## src/rtl/delay_line_ctrl.sv

```systemverilog
// Multi-lane, valid-tagged delay line: runtime depth 0..MAX_DEPTH, stall, flush, guarded depth reload.
// Optional macro DELAY_LINE_ZERO_INVALID_EN zeroes data that is not carried by a valid beat.
module delay_line_ctrl #(
  parameter int DWIDTH    = 12,
  parameter int LANES     = 2,
  parameter int MAX_DEPTH = 8,
  parameter int DEF_DEPTH = 3,
  localparam int DW_D     = $clog2(MAX_DEPTH + 1)
) (
  input  logic                    clk,
  input  logic                    rst,
  input  logic                    en_i,
  input  logic                    flush_i,
  input  logic                    valid_i,
  input  logic [LANES*DWIDTH-1:0] data_i,
  input  logic                    depth_ld_i,
  input  logic [DW_D-1:0]         depth_i,
  output logic                    valid_o,
  output logic [LANES*DWIDTH-1:0] data_o,
  output logic                    busy_o,
  output logic [DW_D-1:0]         act_depth_o,
  output logic                    depth_err_o
);
  localparam int W = LANES * DWIDTH;
  localparam logic [DW_D-1:0] MAX_D = DW_D'(MAX_DEPTH);
  localparam logic [DW_D-1:0] DEF_D = DW_D'(DEF_DEPTH);
`ifdef DELAY_LINE_ZERO_INVALID_EN
  localparam bit ZERO_INV = 1'b1;
`else
  localparam bit ZERO_INV = 1'b0;
`endif

  if (MAX_DEPTH < 1 || DEF_DEPTH > MAX_DEPTH) begin : g_bad_cfg
    $fatal(1, "delay_line_ctrl: need MAX_DEPTH >= 1 and DEF_DEPTH <= MAX_DEPTH");
  end

  logic [MAX_DEPTH-1:0]        valid_q, valid_d;
  logic [MAX_DEPTH-1:0][W-1:0] data_q, data_d;
  logic [DW_D-1:0]             act_depth_q, act_depth_d;
  logic                        err_q, err_d;
  logic [MAX_DEPTH:0]          vchain;
  logic [MAX_DEPTH:0][W-1:0]   dchain;
  logic                        busy, ld_acc, ld_rej;

  // Only stages inside the active depth count; deeper stages shift but are invisible.
  always_comb begin
    busy = 1'b0;
    for (int k = 0; k < MAX_DEPTH; k++)
      if (DW_D'(k) < act_depth_q) busy = busy | valid_q[k];
  end

  assign ld_acc = depth_ld_i && (depth_i <= MAX_D) && (!busy || flush_i);
  assign ld_rej = depth_ld_i && !ld_acc;

  always_comb begin
    vchain      = {valid_q, valid_i};
    dchain      = {data_q, data_i};
    valid_d     = valid_q;
    data_d      = data_q;
    act_depth_d = act_depth_q;
    err_d       = ld_rej;
    if (ZERO_INV)
      for (int k = 0; k <= MAX_DEPTH; k++)
        if (!vchain[k]) dchain[k] = '0;
    if (en_i && !flush_i) begin
      valid_d = vchain[MAX_DEPTH-1:0];
      data_d  = dchain[MAX_DEPTH-1:0];
    end
    // Accepted reload also clears valids so beats parked beyond the old depth never surface.
    if (flush_i || ld_acc) valid_d = '0;
    if (ZERO_INV && (flush_i || ld_acc)) data_d = '0;
    if (ld_acc) act_depth_d = depth_i;
  end

  always_ff @(posedge clk) begin
    if (rst) begin
      valid_q     <= '0;
      data_q      <= '0;
      act_depth_q <= DEF_D;
      err_q       <= 1'b0;
    end else begin
      valid_q     <= valid_d;
      data_q      <= data_d;
      act_depth_q <= act_depth_d;
      err_q       <= err_d;
    end
  end

  // Depth 0 is a combinational bypass; otherwise tap stage D-1.
  always_comb begin
    valid_o = valid_i;
    data_o  = data_i;
    if (act_depth_q != '0) begin
      valid_o = 1'b0;
      data_o  = '0;
      for (int k = 0; k < MAX_DEPTH; k++)
        if (act_depth_q == DW_D'(k + 1)) begin
          valid_o = valid_q[k];
          data_o  = data_q[k];
        end
    end
    if (ZERO_INV && !valid_o) data_o = '0;
  end

  assign busy_o      = busy;
  assign act_depth_o = act_depth_q;
  assign depth_err_o = err_q;

endmodule

```

## config.mk

```make
export PLATFORM = sky130hd
export DESIGN_NAME = delay_line_ctrl
export DESIGN_NICKNAME = d
export VERILOG_FILES = /design/src/rtl/delay_line_ctrl.sv
export SDC_FILE = /design/constraint.sdc
export NUM_CORES = 1
export LEC_CHECK = 0
export CAP_MARGIN = 20
export CORE_MARGIN = 2
export CORE_UTILIZATION = 35
export DETAILED_ROUTE_END_ITERATION = 12
export PLACE_DENSITY = 0.58
export SETUP_SLACK_MARGIN = 0.15
export SYNTH_ARGS = -nofsm -noshare
export SYNTH_HDL_FRONTEND = slang
export SYNTH_SLANG_ARGS = --single-unit
export TNS_END_PERCENT = 1
```

## constraint.sdc

```tcl
create_clock -name clk -period 2.1 [get_ports clk]
set_input_delay 0.42 -clock clk [delete_from_list [all_inputs] [get_ports clk]]
set_output_delay 0.42 -clock clk [all_outputs]
set_load 0.005 [all_outputs]
```

# After elaboration in Yosys (flattened, before gate mapping)
# Cells that the tools add are included.
[word_totals] register_bits=205 inputBits=34 out_inout_bits=31 elab_cells=72
[op_classes] n_lt_le_gt_ge=9 eq_ne=8 mux=26 bitwise_logic=7 reduce_logical=11
[op_table] op="$mux W24" n=9
[op_table] op="$mux W1" n=17
[op_table] op="$eq A4 B3 Y1 const B" n=4
[op_table] op="$lt A3 B4 Y1 const A" n=4
[op_table] op="$eq A4 B2 Y1 const B" n=2
[op_table] op="$lt A1 B4 Y1 const A" n=2
[op_table] op="$lt A2 B4 Y1 const A" n=2
[op_table] op="$or A1 B1 Y1" n=7
[op_table] op="$eq A4 B1 Y1 const B" n=1
[op_table] op="$eq A4 B4 Y1 const B" n=1
[op_table] op="$le A4 B4 Y1 const B" n=1
[op_table] op="$logic_and A1 B1 Y1" n=4
[op_table] op="$reduce_bool A4 Y1" n=1
[op_table] op="$logic_not A1 Y1" n=3
[op_table] op="$logic_or A1 B1 Y1" n=2
[op_table] op="$reduce_or A2 Y1" n=1

# Logic depth before layout (Yosys ltp)
# Gate-level depths: netlist (run 1).
[depth] depth_word=21 mapped_depth=8 depth_no_buf=4

# Least setup slack after synthesis (run 1)
# No wires, ideal clock.
[synth_timing] path_type="reg-to-output" startpoint="register act_depth_q[1] (netlist: act_depth_o[1])" endpoint="output port data_o[20]" t_arrival_ps=1836 setup_slack_ps=-156 stages_incl_launch_ff=8 cell_sequence="dfxtp_1 -> buf_2 -> buf_4 -> buf_2 -> mux2_2 -> a221oi_1 -> nor2_1 -> a221o_1"
[synth_between] elab_chain_cells=10 elab_cells_between_ends=18 classes_between="8 x eq/ne; 9 x mux; 1 x reduce/logical"
[synth_rtl] element="from (decl)" line="39" rtl="logic [DW_D-1:0] act_depth_q, act_depth_d;"
[synth_rtl] element="from (signal assigned)" line="84" rtl="act_depth_q <= act_depth_d;"
[synth_rtl] element="$eq A4 B1 Y1" line="97" rtl="if (act_depth_q == DW_D'(k + 1)) begin"
[synth_rtl] element="$mux W24 (8 in a row)" line="97"
[synth_rtl] element="$mux W24 (*)" line="93" rtl="if (act_depth_q != '0) begin"
[synth_rtl] element="to (decl)" line="19" rtl="output logic [LANES*DWIDTH-1:0] data_o,"
# Every way passes the cells marked *; elsewhere a longest branch is shown, timed or not.

# Final worst setup path (run 1)
[layout_timing] startpoint="register act_depth_q[1] (netlist: act_depth_o[1])" endpoint="output port data_o[2]"
# Same word-level chain as after synthesis.

==> results of run 1 <==
synth_stat cells:
library cell | instances | area [um2]
nand2_1 | 429 | 1610
dfxtp_1 | 205 | 4100
a21oi_1 | 201 | 1010
clkbuf_1 | 91 | 342
nor2_1 | 57 | 214
mux2i_1 | 52 | 521
mux2_2 | 27 | 304
a221oi_1 | 25 | 219
a221o_1 | 24 | 240
o211ai_1 | 24 | 180
buf_2 | 7 | 35.0
o31ai_1 | 6 | 45.0
nor2b_1 | 5 | 31.3
nor3_1 | 5 | 25.0
a211oi_1 | 4 | 30.0
nand3_1 | 4 | 20.0
buf_1 | 3 | 11.3
buf_4 | 3 | 22.5
buf_6 | 2 | 22.5
inv_1 | 2 | 7.51
nand2b_1 | 2 | 12.5
nor3b_1 | 2 | 15.0
nor4_1 | 2 | 12.5
o311ai_4 | 2 | 52.6
o41ai_4 | 2 | 55.1
or3_1 | 2 | 12.5
a211oi_2 | 1 | 12.5
and4b_1 | 1 | 10.0
nand2_2 | 1 | 6.26
nand4_1 | 1 | 6.26
o211a_1 | 1 | 10.0
o21ai_0 | 1 | 5.00
o41ai_1 | 1 | 8.76
through the flow:
step	worst slack, ps	hold WS (ps)	util	TNS [ps]
floorplan	90.4	436	-	0
global placement	-403	442	0.430	-8700
detailed placement	-416	446	0.430	-8890
CTS	-690	353	0.469	-16210
global route	-731	377	0.470	-17230
finish	-651	370	0.470	-14920
placed cells by master, fill, tap and decap left out, types with 3 or more instances in the layout:
master / synthesis / layout
bufinv_16: 0 / 3
clkdlybuf4s50_1: 0 / 33
a211oi_2: 1 / 3
clkbuf_2: 0 / 6
clkdlybuf4s15_1: 0 / 4
mux2_2: 27 / 6
mux2i_1: 52 / 52
o31ai_2: 0 / 3
buf_2: 7 / 13
a21oi_1: 201 / 201
mux2_4: 0 / 21
clkbuf_16: 0 / 23
o211ai_1: 24 / 24
a221o_1: 24 / 24
clkinv_2: 0 / 5
dfxtp_1: 205 / 201
nor3_1: 5 / 5
dlygate4sd2_1: 0 / 5
clkbuf_8: 0 / 4
a221oi_2: 0 / 25
nor2b_4: 0 / 3
buf_4: 3 / 70
nor2_1: 57 / 57
buf_12: 0 / 31
nand2_1: 429 / 427
nand3_1: 4 / 4
clkbuf_1: 91 / 4
buf_6: 2 / 13
o31ai_1: 6 / 3
dfxtp_4: 0 / 4
area by class of cell:
type                    count  area, um2
clock buffers              31        646
clock inverters            10        131
fillers                  2539      13700
inverters                   2       7.51
multi-input cells         882       4990
flip-flops and latches    205       4120
well taps                 335        419
repair buffers            178       1860
power by group through the flow:
| stage | Sequential [W] | Combinational [W] | Clock, W |
|---|---|---|---|
| global route | 0.00397 | 0.00137 | 0.00439 |
| detailed placement | 0.00406 | 0.00121 | 0 |
| floorplan | 0.00404 | 0.000632 | 0 |
| CTS | 0.00397 | 0.00127 | 0.00423 |
| global placement | 0.00406 | 0.00121 | 0 |
| finish | 0.00397 | 0.00127 | 0.00413 |
metal layers:
metal | track usage | wire, um | up-vias | share of wire
met2 | 0.307 | 12300 | 134 | 0.48
met5 | 0 | 0 | - | 0
met1 | 0.251 | 12300 | 3995 | 0.48
met4 | 0.0302 | 267 | 0 | 0.010
li1 | - | - | 4269 | -
met3 | 0.0255 | 880 | 20 | 0.034
cells by family (layout without fill, tap and decap cells):
logic type,Yosys count,count (layout),synth area share
AO/OA/AOI/OAI,292,292,0.202
buffers and inverters,108,221,0.0478
flip-flops,205,205,0.446
multiplexers,79,79,0.0895
AND/OR/NAND/NOR,511,511,0.215
flip-flops by register name (all words and copies together) (netlist names):
name,cells
depth_err_o,1
valid_q,8
act_depth_o,4
data_q,192
what timing repair did:
action,4_1_cts,5_1_grt
cloned,1,0
setup endpoints to repair,34,41
endpoints found under the hold margin,0,0
pin swaps,17,15
gates resized for setup,112,19
buffers inserted,16,2
worst max-delay path: cells and delay by family, from the launching register on:
kind	cells	cell delay, ps
AOI/OAI and AO/OA	2	510
buffers and inverters	4	590
DFF	1	360
muxes	1	290
and+or+nand+nor	1	60
how the worst min path moves through the flow:
stage | from | slack, ps | to
after floorplan | data_q[168] | 440 | data_q[168]
after global placement | data_q[177] | 440 | data_q[177]
after detailed placement | data_q[176] | 450 | data_q[176]
after CTS | rst | 350 | act_depth_o[2]
after global routing | rst | 380 | act_depth_o[0]
final | rst | 370 | act_depth_o[0]
==> results.tsv, run 1 <==
stage	metric	value	unit
detailed_routing	vias per cell	5.12	
synthesis	Post-Syn Instances	1195	
detailed_routing	Routed Antenna Nets	0	
global_route	vias in the first global route	7997	
floorplanning	Core ar.	25900	um2
power_and_ir_drop	sequential power share	0.423	
clock_tree	CTS H-tree depth	1	
placement	placed cells	1583	
setup_path	CP endpoint kind	output port	
cells_and_area	ANT cells	0	
clock_tree	clock root buffer	clkbuf_16	
clock_tree	hold_buf cts	0	
sta	Fmax	364	MHz
detailed_routing	Initial DRT Pass Iterations	5	
placement	gp weighted congestion	0.798	
synthesis	syn_nets	1229	
power_and_ir_drop	total power	0.00937	W
setup_path	worst-case reg-to-reg path depth	8	
power_and_ir_drop	Logic pwr share	0.136	
detailed_routing	DR WL/cell	15.6	um
power_and_ir_drop	switching power	0.00232	W
clock_tree	CTS Sinks	205	
power_and_ir_drop	PD cells	770	nW/um2
detailed_routing	routed wire length	25700	um
global_route	initial antenna violation count	0	
sta	Slew Viols, Final	0	
detailed_routing	vias	8418	
power_and_ir_drop	Clock power frac	0.441	
power_and_ir_drop	peak supply drop	0.890	mV
clock_tree	clk_lat worst skew	510	ps
power_and_ir_drop	cell leakage power	4.48	nW
sta	final count of negative-setup-slack endpoints	26	
clock_tree	clk slew on worst S/H paths	70	ps
flow_run	Max-Cap Viols	0	
global_route	gr usage total	0.182	
clock_tree	CTS tree	built	
synthesis	sequential share of the synthesized area	0.446	
floorplanning	Row Count	59	
setup_path	R2R setup slack	200	ps
placement	HPWL after DPL	16000	um
placement	Post-DP Area	11100	um2
cells_and_area	Area growth, synth to finish	32.2	%
power_and_ir_drop	cell internal pwr	0.00705	W
floorplanning	Starting Density	0.355	
setup_path	r2r startpoint	act_depth_o[1]	
floorplanning	io pins	65	
global_route	final global-route overflow total	0	
sta	fin crit period	2750	ps
clock_tree	TritonCTS Buffers	23	
setup_path	Max Fanout on Critical Path	5	
synthesis	Netlist Area Pre-Place	9210	um2
clock_tree	CTS max path bufs	3	
sta	Slew @ Worst Pin	615	ps
status	status	finished with violations	
sta	final hold violations	0	
setup_path	crit-path max cell delay	360	ps
setup_path	most used cell, CP	buf_12	
global_route	first-pass GRT wire length	42400	um
cells_and_area	Post-Layout Cell Count	1643	
setup_path	Critical Path End	data_o[2]	
power_and_ir_drop	sw frac	0.247	
synthesis	Avg Cell Area, Syn	7.71	um2
synthesis	Synthesis Warnings	0	
synthesis	Synth Register Bits	205	
setup_path	critical path, cell by cell	buf_12 > buf_12 > buf_12 > mux2_4 > a221oi_2 > nor2_1 > a221o_1 > clkdlybuf4s15_1	
floorplanning	Die Span Y	166	um
sta	RSZ-0062 raised after global routing	true	
sta	Max-slew headroom	0.590	
sta	Final WS setup	-651	ps
setup_path	worst path required time	1680	ps
detailed_routing	# DRC	0	
sta	Final Skew	8.97	ps
global_route	largest net degree at the start of global routing	126	
min_path	Worst Hold Class	input port to register	
status	failing checks	negative setup slack	
cells_and_area	Finished Cell Area	12200	um2
setup_path	kind of critical path	register to output port	
floorplanning	die area	27600	um2
floorplanning	die outline width	166	um
cells_and_area	fin nets	1326	
min_path	Hold Crit Depth	4	
setup_path	Critical R2R Capture	act_depth_o[1]	
synthesis	library cells used by synthesis	33	
setup_path	startpoint types	register	
detailed_routing	initial DRC count	653	
setup_path	Setup crit start	act_depth_o[1]	
placement	PortBufs	64	
setup_path	CP max stage cell	dfxtp_4	
sta	final period utilization	1.31	
setup_path	Worst Path Arrival	2330	ps
cells_and_area	share of layout cells above drive strength 1	0.191	
No activity file was read; power rests on OpenSTA's default activity.
==> run 2: changes to the inputs <==
==> constraint.sdc (replaced) <==
create_clock -name clk -period 2.2 [get_ports clk]
set_input_delay 0.44 -clock clk [delete_from_list [all_inputs] [get_ports clk]]
set_output_delay 0.44 -clock clk [all_outputs]
set_load 0.005 [all_outputs]
==> run 2 against run 1 <==
The flow still finishes with violations (negative setup slack). Global-route usage down 0.54 points. Final area down 2.4%. Combinational power down 8%. First-iteration DRC count up 17%. Flip-flop and latch count unchanged. Non-clock buffer count down 23. Hold slack worse by 170 ps. Final cell count down 1.3%. Die area unchanged. Clock-buffer cell count up 4. Routed wire length down 1.6%. Register-to-register slack worse by 50 ps. Critical path type unchanged. Largest cell class unchanged.
==> results.tsv, run 2 (synthesized netlist as in run 1, its figures left out) <==
stage	metric	value	unit
sta	Slew Viols, Final	0	
power_and_ir_drop	sw frac	0.249	
sta	fin crit period	2790	ps
min_path	Worst Hold Class	input port to register	
power_and_ir_drop	peak supply drop	0.514	mV
cells_and_area	most frequent cells in the layout	428 x nand2_1, 201 x a21oi_1, 201 x dfxtp_1, 57 x nor2_1, 53 x buf_4	
global_route	final global-route overflow total	0	
setup_path	startpoint types	register	
sta	Final Skew	5.70	ps
cells_and_area	Filler Cells Inserted	2474	
detailed_routing	routed wire length	25300	um
power_and_ir_drop	PD cells	751	nW/um2
floorplanning	Row Count	59	
min_path	Hold Crit Depth	2	
power_and_ir_drop	total power	0.00893	W
sta	worst hold slack	204	ps
sta	Max-slew headroom	0.628	
sta	Final WS setup	-585	ps
power_and_ir_drop	cell internal pwr	0.00671	W
floorplanning	Starting Density	0.355	
clock_tree	CTS max path bufs	3	
setup_path	critical path depth in cells	8	
setup_path	CP max stage cell	dfxtp_4	
global_route	initial antenna violation count	0	
cells_and_area	largest reg by FF count	data_q	
setup_path	worst path required time	1760	ps
sta	Fmax	359	MHz
clock_tree	clk slew on worst S/H paths	60	ps
status	status	finished with violations	
placement	HPWL after DPL	15000	um
clock_tree	CTS Sinks	205	
detailed_routing	vias per cell	5.18	
clock_tree	clk_lat worst skew	500	ps
setup_path	Max Fanout on Critical Path	6	
setup_path	Worst Path Arrival	2350	ps
cells_and_area	Area growth, synth to finish	29.0	%
power_and_ir_drop	Clock power frac	0.444	
cells_and_area	ANT cells	0	
detailed_routing	initial DRC count	764	
floorplanning	die area	27600	um2
detailed_routing	# DRC	0	
global_route	gr usage total	0.176	
clock_tree	CTS H-tree depth	1	
placement	gp weighted congestion	0.746	
setup_path	crit-path max cell delay	390	ps
sta	RSZ-0062 raised after global routing	true	
setup_path	kind of critical path	register to output port	
sta	Slew @ Worst Pin	559	ps
status	failing checks	negative setup slack	
cells_and_area	fin nets	1304	
detailed_routing	Initial DRT Pass Iterations	5	
power_and_ir_drop	Logic pwr share	0.131	
setup_path	worst-case reg-to-reg path depth	8	
floorplanning	io pins	65	
clock_tree	TritonCTS Buffers	24	
setup_path	Worst Path Buf+Inv	4	
setup_path	critical path, cell by cell	buf_12 > buf_16 > buf_6 > mux2_2 > a221oi_2 > nor2_1 > a221o_1 > buf_2	
sta	final period utilization	1.27	
clock_tree	hold_buf cts	0	
cells_and_area	Largest register FFs	192	
clock_tree	clock root buffer	clkbuf_16	
sta	Setup TNS Final	-12790	ps
floorplanning	Core ar.	25900	um2
floorplanning	die outline width	166	um
global_route	first-pass GRT wire length	41200	um
flow_run	Max-Cap Viols	0	
placement	PortBufs	64	
setup_path	crit-path leading delay family	compound AO/OA/AOI/OAI gates	
clock_tree	CTS tree	built	
sta	final count of negative-setup-slack endpoints	26	
detailed_routing	Routed Antenna Nets	0	
floorplanning	Die Span Y	166	um
power_and_ir_drop	sequential power share	0.425	
setup_path	CP endpoint kind	output port	
detailed_routing	vias	8399	
global_route	largest net degree at the start of global routing	118	
power_and_ir_drop	cell leakage power	4.29	nW
power_and_ir_drop	switching power	0.00222	W
detailed_routing	DR WL/cell	15.6	um
cells_and_area	share of layout cells above drive strength 1	0.174	
cells_and_area	most common cell after layout, fill and taps aside	nand2_1	
sta	final hold violations	0	
global_route	vias in the first global route	7894	
==> run 2: cell count changes in the layout (fill, tap and decap cells not counted), sizes merged <==
| cell | change |
|---|---|
| bufbuf | -1 |
| clkinv | +1 |
| inv | -1 |
| bufinv | -2 |
| dlygate4sd2 | -3 |
| buf | -22 |
| clkdlybuf4s50 | +2 |
| clkbuf | +5 |
==> run 2: path summary, 6_finish.rpt <==
path	startpoint	endpoint	slack [ps]
max	act_depth_o[1]	data_o[6]	-590
min	rst	depth_err_o	200
max reg2reg	act_depth_o[1]	act_depth_o[1]	150
min reg2reg	data_q[178]	data_q[178]	460
==> run 2: power groups by stage <==
stage | Sequential [W] | Combinational [W] | Clock [W]
after detailed placement | 0.00387 | 0.00109 | 0
after floorplan | 0.00386 | 0.000585 | 0
final | 0.00379 | 0.00117 | 0.00397
after CTS | 0.00379 | 0.00118 | 0.00407
after global placement | 0.00387 | 0.00109 | 0
after global routing | 0.00380 | 0.00125 | 0.00423
==> run 2: through the flow <==
| stage | instance area [um2] | setup slack [ps] | std cells | util |
|---|---|---|---|---|
| floorplan | 9350 | 137 | 1195 | - |
| global placement | 10800 | -295 | 1559 | 0.416 |
| detailed placement | 10800 | -285 | 1559 | 0.416 |
| CTS | 11900 | -582 | 1622 | 0.460 |
| global route | 11900 | -679 | 1622 | 0.459 |
| finish | 11900 | -585 | 1622 | 0.459 |
==> run 2: metal layers <==
metal  global-route usage  vias to the layer above  share of wire
met1                0.257                     4005           0.49
met3               0.0257                       28          0.041
met4               0.0401                        0          0.015
met5                    0                        -              0
li1                     -                     4211              -
met2                0.275                      155           0.45
==> run 2: area by class of cell <==
cell class / instances / area, um2 / area share
Inverter: 2 / 7.51 / 0.000632
Clock inverter: 8 / 71.3 / 0.00600
Multi-Input combinational cell: 882 / 4880 / 0.411
Clock buffer: 35 / 733 / 0.0617
Timing Repair Buffer: 155 / 1650 / 0.139
Tap cell: 335 / 419 / 0.0353
Sequential cell: 205 / 4120 / 0.347
==> run 2: timing repair <==
item | CTS | global route
setup buffers | 17 | 0
setup endpoints to repair | 33 | 28
gates resized for setup | 110 | 13
gates cloned | 3 | 0
pin swaps | 31 | 9
==> run 3: changes to the inputs <==
--- a/config.mk
+++ b/config.mk
@@ -8,6 +8,7 @@
 export CAP_MARGIN = 20
 export CORE_MARGIN = 2
 export CORE_UTILIZATION = 35
+export CTS_CLUSTER_SIZE = 8
 export DETAILED_ROUTE_END_ITERATION = 12
 export PLACE_DENSITY = 0.58
 export SETUP_SLACK_MARGIN = 0.15
==> run 3 against run 2 <==
The flow still finishes with violations (negative setup slack). Clock skew grew 14 ps. Final cell count shrank 0.74%. Flip-flop and latch count is the same. Final area shrank 0.37%. Critical path depth is the same. First-iteration DRC count shrank 1.7%. Sequential power is essentially flat. Clock-buffer cell count shrank 4. Die area is the same. Combinational power is essentially flat. Setup slack lost 19 ps. Routed wire length shrank 0.28%.
==> results.tsv, run 3 (synthesized netlist as in run 1, its figures left out) <==
stage	metric	value	unit
status	status	finished with violations	
status	failing checks	negative setup slack	
power_and_ir_drop	PD cells	746	nW/um2
sta	Final WS setup	-605	ps
global_route	initial antenna violation count	0	
clock_tree	CTS Sinks	205	
setup_path	Worst Path Arrival	2360	ps
global_route	first-pass GRT wire length	41500	um
cells_and_area	Post-Layout Cell Count	1610	
clock_tree	CTS H-tree depth	1	
setup_path	CP max stage cell	dfxtp_4	
cells_and_area	fin nets	1308	
sta	final period utilization	1.27	
sta	Slew Viols, Final	0	
clock_tree	CTS tree	built	
global_route	final global-route overflow total	0	
setup_path	Max Fanout on Critical Path	6	
sta	final hold violations	0	
clock_tree	clk slew on worst S/H paths	50	ps
detailed_routing	# DRC	0	
cells_and_area	Largest register FFs	192	
setup_path	crit-path max cell delay	370	ps
global_route	vias in the first global route	7911	
detailed_routing	vias	8412	
cells_and_area	largest reg by FF count	data_q	
setup_path	worst path required time	1760	ps
floorplanning	io pins	65	
floorplanning	Die Span Y	166	um
floorplanning	Row Count	59	
floorplanning	die area	27600	um2
sta	Fmax	357	MHz
setup_path	startpoint types	register	
setup_path	CP endpoint kind	output port	
power_and_ir_drop	peak supply drop	0.410	mV
placement	HPWL after DPL	15000	um
sta	Final Skew	20.2	ps
cells_and_area	fin util	0.457	
cells_and_area	Area growth, synth to finish	28.6	%
detailed_routing	routed wire length	25200	um
floorplanning	die outline width	166	um
sta	fin crit period	2800	ps
setup_path	Worst Path Buf+Inv	4	
min_path	Worst Hold Class	input port to register	
sta	Slew @ Worst Pin	554	ps
detailed_routing	initial DRC count	751	
detailed_routing	Initial DRT Pass Iterations	5	
setup_path	kind of critical path	register to output port	
placement	placed cells	1559	
cells_and_area	most common cell after layout, fill and taps aside	nand2_1	
floorplanning	Starting Density	0.355	
cells_and_area	most frequent cells in the layout	428 x nand2_1, 201 x a21oi_1, 201 x dfxtp_1, 57 x nor2_1, 52 x mux2i_1	
floorplanning	Core ar.	25900	um2
global_route	largest net degree at the start of global routing	118	
flow_run	Max-Cap Viols	0	
detailed_routing	vias per cell	5.22	
sta	final count of negative-setup-slack endpoints	26	
clock_tree	CTS max path bufs	3	
detailed_routing	DR WL/cell	15.7	um
sta	RSZ-0062 raised after global routing	true	
cells_and_area	share of layout cells above drive strength 1	0.167	
power_and_ir_drop	cell leakage power	4.26	nW
setup_path	critical path, cell by cell	buf_12 > buf_16 > buf_6 > mux2_4 > a221oi_2 > nor2_1 > a221o_1 > buf_2	
placement	gp weighted congestion	0.746	
cells_and_area	ANT cells	0	
clock_tree	clk_lat worst skew	540	ps
detailed_routing	Routed Antenna Nets	0	
cells_and_area	Filler Cells Inserted	2495	
sta	worst hold slack	185	ps
placement	pre-CTS WS	-285	ps
global_route	gr usage total	0.177	
clock_tree	TritonCTS Buffers	29	
sta	Max-slew headroom	0.631	
clock_tree	clock root buffer	clkbuf_16	
placement	PortBufs	64	
setup_path	crit-path leading delay family	compound AO/OA/AOI/OAI gates	
[run 3: routing by layer]
metal  track usage  up-vias  wire length [um]  part of all wire
met5             0        -                 0                 0
met3        0.0310       28              1190             0.047
met2         0.274      170             11300              0.45
met4        0.0386        0               347             0.014
met1         0.257     4003             12300              0.49
li1              -     4211                 -                 -
[run 3: worst register-to-register path, cell delays in order, from the launching register on]
cell and delay (ps):
dfxtp_4 370, buf_12 150, buf_12 150, o41ai_4 290, nand2_2 90, or3_4 370, buf_4 180, a211oi_4 250
buf_4 160
[run 3: path summary, 6_finish.rpt]
check | depth (start not counted) | from | end | slack (ps)
setup / recovery | 8 | act_depth_o[1] | data_o[6] | -600
hold / removal | 2 | rst | depth_err_o | 180
setup reg to reg | 8 | act_depth_o[1] | act_depth_o[1] | 140
hold reg to reg | 2 | data_q[178] | data_q[178] | 450
[run 3: report_power, final]
group	total [W]	switching [W]	internal, W
sequential	0.00380	0.0000431	0.00376
combinational	0.00116	0.000626	0.000533
clock	0.00387	0.00154	0.00233
total	0.00883	0.00221	0.00662
[run 3: per-stage QoR]
| stage | total power [W] | cell area, um2 | setup TNS, ps |
|---|---|---|---|
| after floorplan | 0.00444 | 9350 | 0 |
| after CTS | 0.00893 | 11800 | -14550 |
| after global placement | 0.00496 | 10800 | -6350 |
| final | 0.00883 | 11800 | -13290 |
| after detailed placement | 0.00496 | 10800 | -6490 |
| after global routing | 0.00919 | 11800 | -15690 |
[run 3: layout make-up]
| type | count | area (um2) | area share |
|---|---|---|---|
| inverters | 2 | 7.51 | 0.000634 |
| repair buffers | 154 | 1650 | 0.139 |
| clock buffers | 31 | 743 | 0.0628 |
| flip-flops and latches | 205 | 4120 | 0.348 |
| clock inverters | 1 | 8.76 | 0.000740 |
| multi-input cells | 882 | 4900 | 0.414 |
| well taps | 335 | 419 | 0.0354 |
[run 3: timing repair]
action	in CTS	in global routing
cloned	2	0
gates resized for setup	107	19
endpoints found under the setup margin	33	29
hold endpoints to repair	0	0
hold buffers	0	0
buffers inserted	17	0
pin swaps	34	7
==> patch 1 (settings of run 1) <==
Change the localparam `ZERO_INV` from 1'b0 to 1'b1.
--- a/src/rtl/delay_line_ctrl.sv
+++ b/src/rtl/delay_line_ctrl.sv
@@ -29,3 +29,3 @@
 `else
-  localparam bit ZERO_INV = 1'b0;
+  localparam bit ZERO_INV = 1'b1;
 `endif
Formal check against the unedited RTL: not equivalent (a bounded check fails within 4 cycles, from zero or initial values and one cycle with rst high).
==> patch 1 against run 1 <==
- the run still ends with negative setup slack left
- sequential power decreased by 2%
- register-to-register slack got worse by 0.56 ns
- design area increased by 7.9%
- hold slack improved by 0.080 ns
- count of clock-buffer cells in the layout increased by 6
- setup slack got worse by 0.017 ns
- first-iteration DRC count increased by 57%
- total power decreased by 1.8%
- non-clock buffer count increased by 78
- sequential cell count unchanged
- synthesized area increased by 5.5%
- wire length increased by 38%
- highest routed layer unchanged
==> patch 1: results (changes against run 1) <==
Synth Area in Adders 0% (unchanged); Vias 10410 (was 8418); Detailed Route Iter0 Violations 1024 (was 653); final wirelength 35340 um (was 25670 um); GRT Total Usage 24.00% (was 18.18%); setup TNS -80.92 ns (was -14.92 ns); wire per inst 19.27 um (was 15.62 um); share of cells above drive strength 1 23.05% (was 19.11%); setup slack, reg-to-reg -0.36 ns (was 0.20 ns); Worst setup endpoint data_o[20] (was data_o[2]); Worst Setup SP act_depth_o[1] (unchanged); most frequent cells after synthesis 250 x nand2_1, 223 x a21oi_1, 205 x dfxtp_1 (was 429 x nand2_1, 205 x dfxtp_1, 201 x a21oi_1); complex-gate fraction of the synthesized area 24.92% (was 20.24%); Post-Place Cells 1771 (was 1583); NumNets Final 1480 (was 1326); Reg-to-Reg Start act_depth_o[0] (was act_depth_o[1]); count of cell types in the netlist 43 (was 33); pre-CTS setup slack -0.6462 ns (was -0.4158 ns); crit path max-delay cell type a221oi_4 (was dfxtp_4); sequential fraction of the synthesis area 42.25% (was 44.57%); top cells by area, synth dfxtp_1 42%, a21oi_1 11%, nand3_1 9.9% (was dfxtp_1 45%, nand2_1 17%, a21oi_1 11%); Leak 4.555 nW (was 4.484 nW); Final WS setup -0.6674 ns (was -0.6506 ns); largest reg by FF count data_q (unchanged); HPWL after DPL 22980 um (was 16010 um); vias in the first global route 9875 (was 7997); maximum vdd drop 0.0004920 V (was 0.0008905 V); syn_nets 1332 (was 1229); Clock Skews 0.01285 ns (was 0.008974 ns); sw frac 24.88% (was 24.74%); post-synthesis mux area share 2.280% (was 8.954%); Max-slew headroom 68.80% (was 59.01%); clock transition at the registers of the reported paths 0.06 ns; violations in the final reports negative setup slack (unchanged); first-pass GRT wire length 55610 um (was 42370 um); clk_lat worst skew 0.51 ns (about the same); CP arrival 2.35 ns (was 2.33 ns); Synth Area per Inst 7.484 um^2 (was 7.706 um^2); routability-driven placement congestion ratio 0.8548 (was 0.7976); RR Endpoint data_q[31] (was act_depth_o[1]); worst-path maximum fanout 6 (was 5); largest net degree at the start of global routing 64 (was 126); antenna violations before repair 1 (was 0); Final Setup Violations 230 (was 26); Worst Hold Class flop to flop (was input pin to flop); CP peak stage delay 0.39 ns (was 0.36 ns); R2R depth 10 (was 8); status finished with violations (unchanged); Placed Area 11840 um^2 (was 11150 um^2)
## patch 1: cell families after synthesis
family | Yosys count
multiplexers | 21
AND/OR/NAND/NOR | 526
flip-flops | 205
AO/OA/AOI/OAI | 408
buffers and inverters | 138
## patch 1: layout make-up
type                       count  area, um^2
sequential                   205        4119
tap                          372       465.4
clock buffer                  37       698.2
multi-input combinational    955        5294
inverter                       5       18.77
clock inverter                 4       70.07
fill                        2610       13960
timing repair buffer         256        2471
## patch 1: power groups by stage
stage	Clock [mW]	Combinational [mW]	Sequential, mW
6_report	4.12	1.18	3.91
3_5_place_dp	0	1.02	4.00
3_3_place_gp	0	1.02	4.00
4_1_cts	4.16	1.13	3.91
5_1_grt	4.33	1.24	3.91
2_1_floorplan	0	0.532	4.00
## patch 1: how the worst min path moves through the flow
stage | slack [ns] | cells after the start | startpoint | to
after floorplan | 0.43 | 2 | data_q[191] | data_q[191]
after global placement | 0.44 | 2 | data_q[191] | data_q[191]
after detailed placement | 0.44 | 2 | data_q[191] | data_q[191]
after CTS | 0.45 | 2 | data_q[191] | data_q[191]
after global routing | 0.48 | 2 | data_q[190] | data_q[190]
final | 0.45 | 2 | data_q[191] | data_q[191]
## patch 1: timing repair
action                                  4_1_cts  5_1_grt
gates cloned                                  0        0
endpoints found under the setup margin      235      233
resized for setup                           171       27
setup buffers                                20        2
pin swaps                                    34       22
## patch 1: per-layer routing
| layer | GRT usage [%] | part of all wire [%] |
|---|---|---|
| met4 | 7.321 | 2.3 |
| met5 | 0 | 0 |
| met2 | 38.30 | 46 |
| met1 | 33.27 | 44 |
| met3 | 3.863 | 7.6 |
==> patch 2 (flow settings as in run 1) <==
Made on the original files. Reset style: asynchronous (`rst`), changed in one clocked block.
--- a/src/rtl/delay_line_ctrl.sv
+++ b/src/rtl/delay_line_ctrl.sv
@@ -74,3 +74,3 @@
 
-  always_ff @(posedge clk) begin
+  always_ff @(posedge clk or posedge rst) begin
     if (rst) begin
Formal check against the unedited RTL: differs if rst is asserted again (counterexample within 4 cycles, from zero or initial values and one cycle with rst high); with rst held inactive, the same outputs for 4 cycles.
==> patch 2 against run 1 <==
- setup slack got worse by 0.11 ns
- cell count fell by 17%
- hold slack improved by 0.032 ns
- synthesized area grew 7.8%
- synthesized cell count decreased by 32%
- design area rose by 8.4%
- the flow still finishes with violations (negative setup slack)
- critical path depth is 1 lower
- sequential cell count did not move
- wire length down 1.4%
- count of clock-buffer cells in the layout grew 11
Power is not compared: it rests on default switching activity, and its combinational part moved more than twofold at a synthesized area within 25%.
==> patch 2: results (changes against run 1) <==
NumNets Final 994 (was 1326); drt pass-1 iters 4 (was 5); Detailed Route Iter0 Violations 443 (was 653); HPWL after DPL 16530 um (was 16010 um); Final WS setup -0.7587 ns (was -0.6506 ns); Vias 7081 (was 8418); Slew @ Worst Pin 0.3392 ns (was 0.6148 ns); RR Endpoint act_depth_o[3] (was act_depth_o[1]); routed wl met3 756 um (was 880 um); met1 usage 24.28% (was 25.14%); syn_nets 844 (was 1229); Post-Place Cells 1291 (was 1583); Main synth FF type dfrtp_1 (was dfxtp_1); top cells by area, synth dfrtp_1 51%, mux2_2 25%, mux2i_1 2.4% (was dfxtp_1 45%, nand2_1 17%, a21oi_1 11%); Syn Inst Count 810 (was 1195); post-synthesis async set-or-reset flop share 100.0% (was 0%); status finished with violations (unchanged); post_cts resized 166 (was 112); Reg-to-Reg Start act_depth_o[0] (was act_depth_o[1]); setup bufs post-CTS 13 (was 16); CTS buffer count 24 (was 23); final wirelength 25300 um (was 25670 um); Worst setup endpoint data_o[20] (was data_o[2]); first-pass GRT wire length 40540 um (was 42370 um); Final Setup Violations 33 (was 26); largest net degree at the start of global routing 58 (was 126); share of cells above drive strength 1 50.51% (was 19.11%); met2 usage 28.24% (was 30.67%); worst-path maximum fanout 7 (was 5); violations in the final reports negative setup slack (unchanged); CP arrival 2.44 ns (was 2.33 ns); setup slack, reg-to-reg -0.14 ns (was 0.20 ns); Worst Setup SP act_depth_o[1] (unchanged); GRT Total Usage 17.32% (was 18.18%); Clock Skews 0.009207 ns (was 0.008974 ns); sequential fraction of the synthesis area 51.71% (was 44.57%); Vias per Instance 5.222 (was 5.124); routing usage on met3 2.220% (was 2.550%)
## patch 2: cell types whose count changed in the layout (fill, tap and decap cells not counted), sizes merged, moves of 30 or more
cell and delta:
nand2 -418, dfrtp +203, a21oi -176, dfxtp -205, mux2 +191, a22oi +30
## patch 2: logic make-up (layout without fill, tap and decap cells)
logic type	Yosys count	count (layout)	share of synthesized area (%)
AND/OR/NAND/NOR	121	121	6.152
XOR/XNOR	1	1	0.08826
AO/OA/AOI/OAI	166	166	11.45
multiplexers	244	244	27.61
flip-flops	205	205	51.71
buffers and inverters	73	241	3.000
## patch 2: worst min-delay path, stage by stage
cell             delay (ns)
clkdlybuf4s50_1        0.44
clkinvlp_4             0.16
buf_12                 0.27
## patch 2: layout make-up
class,count,area (um^2)
Multi-Input combinational cell,532,4921
Tap cell,378,473.0
Sequential cell,205,5134
Fill cell,2524,14660
Timing Repair Buffer,191,1908
Clock inverter,2,10.01
Clock buffer,42,729.5
Inverter,6,26.28
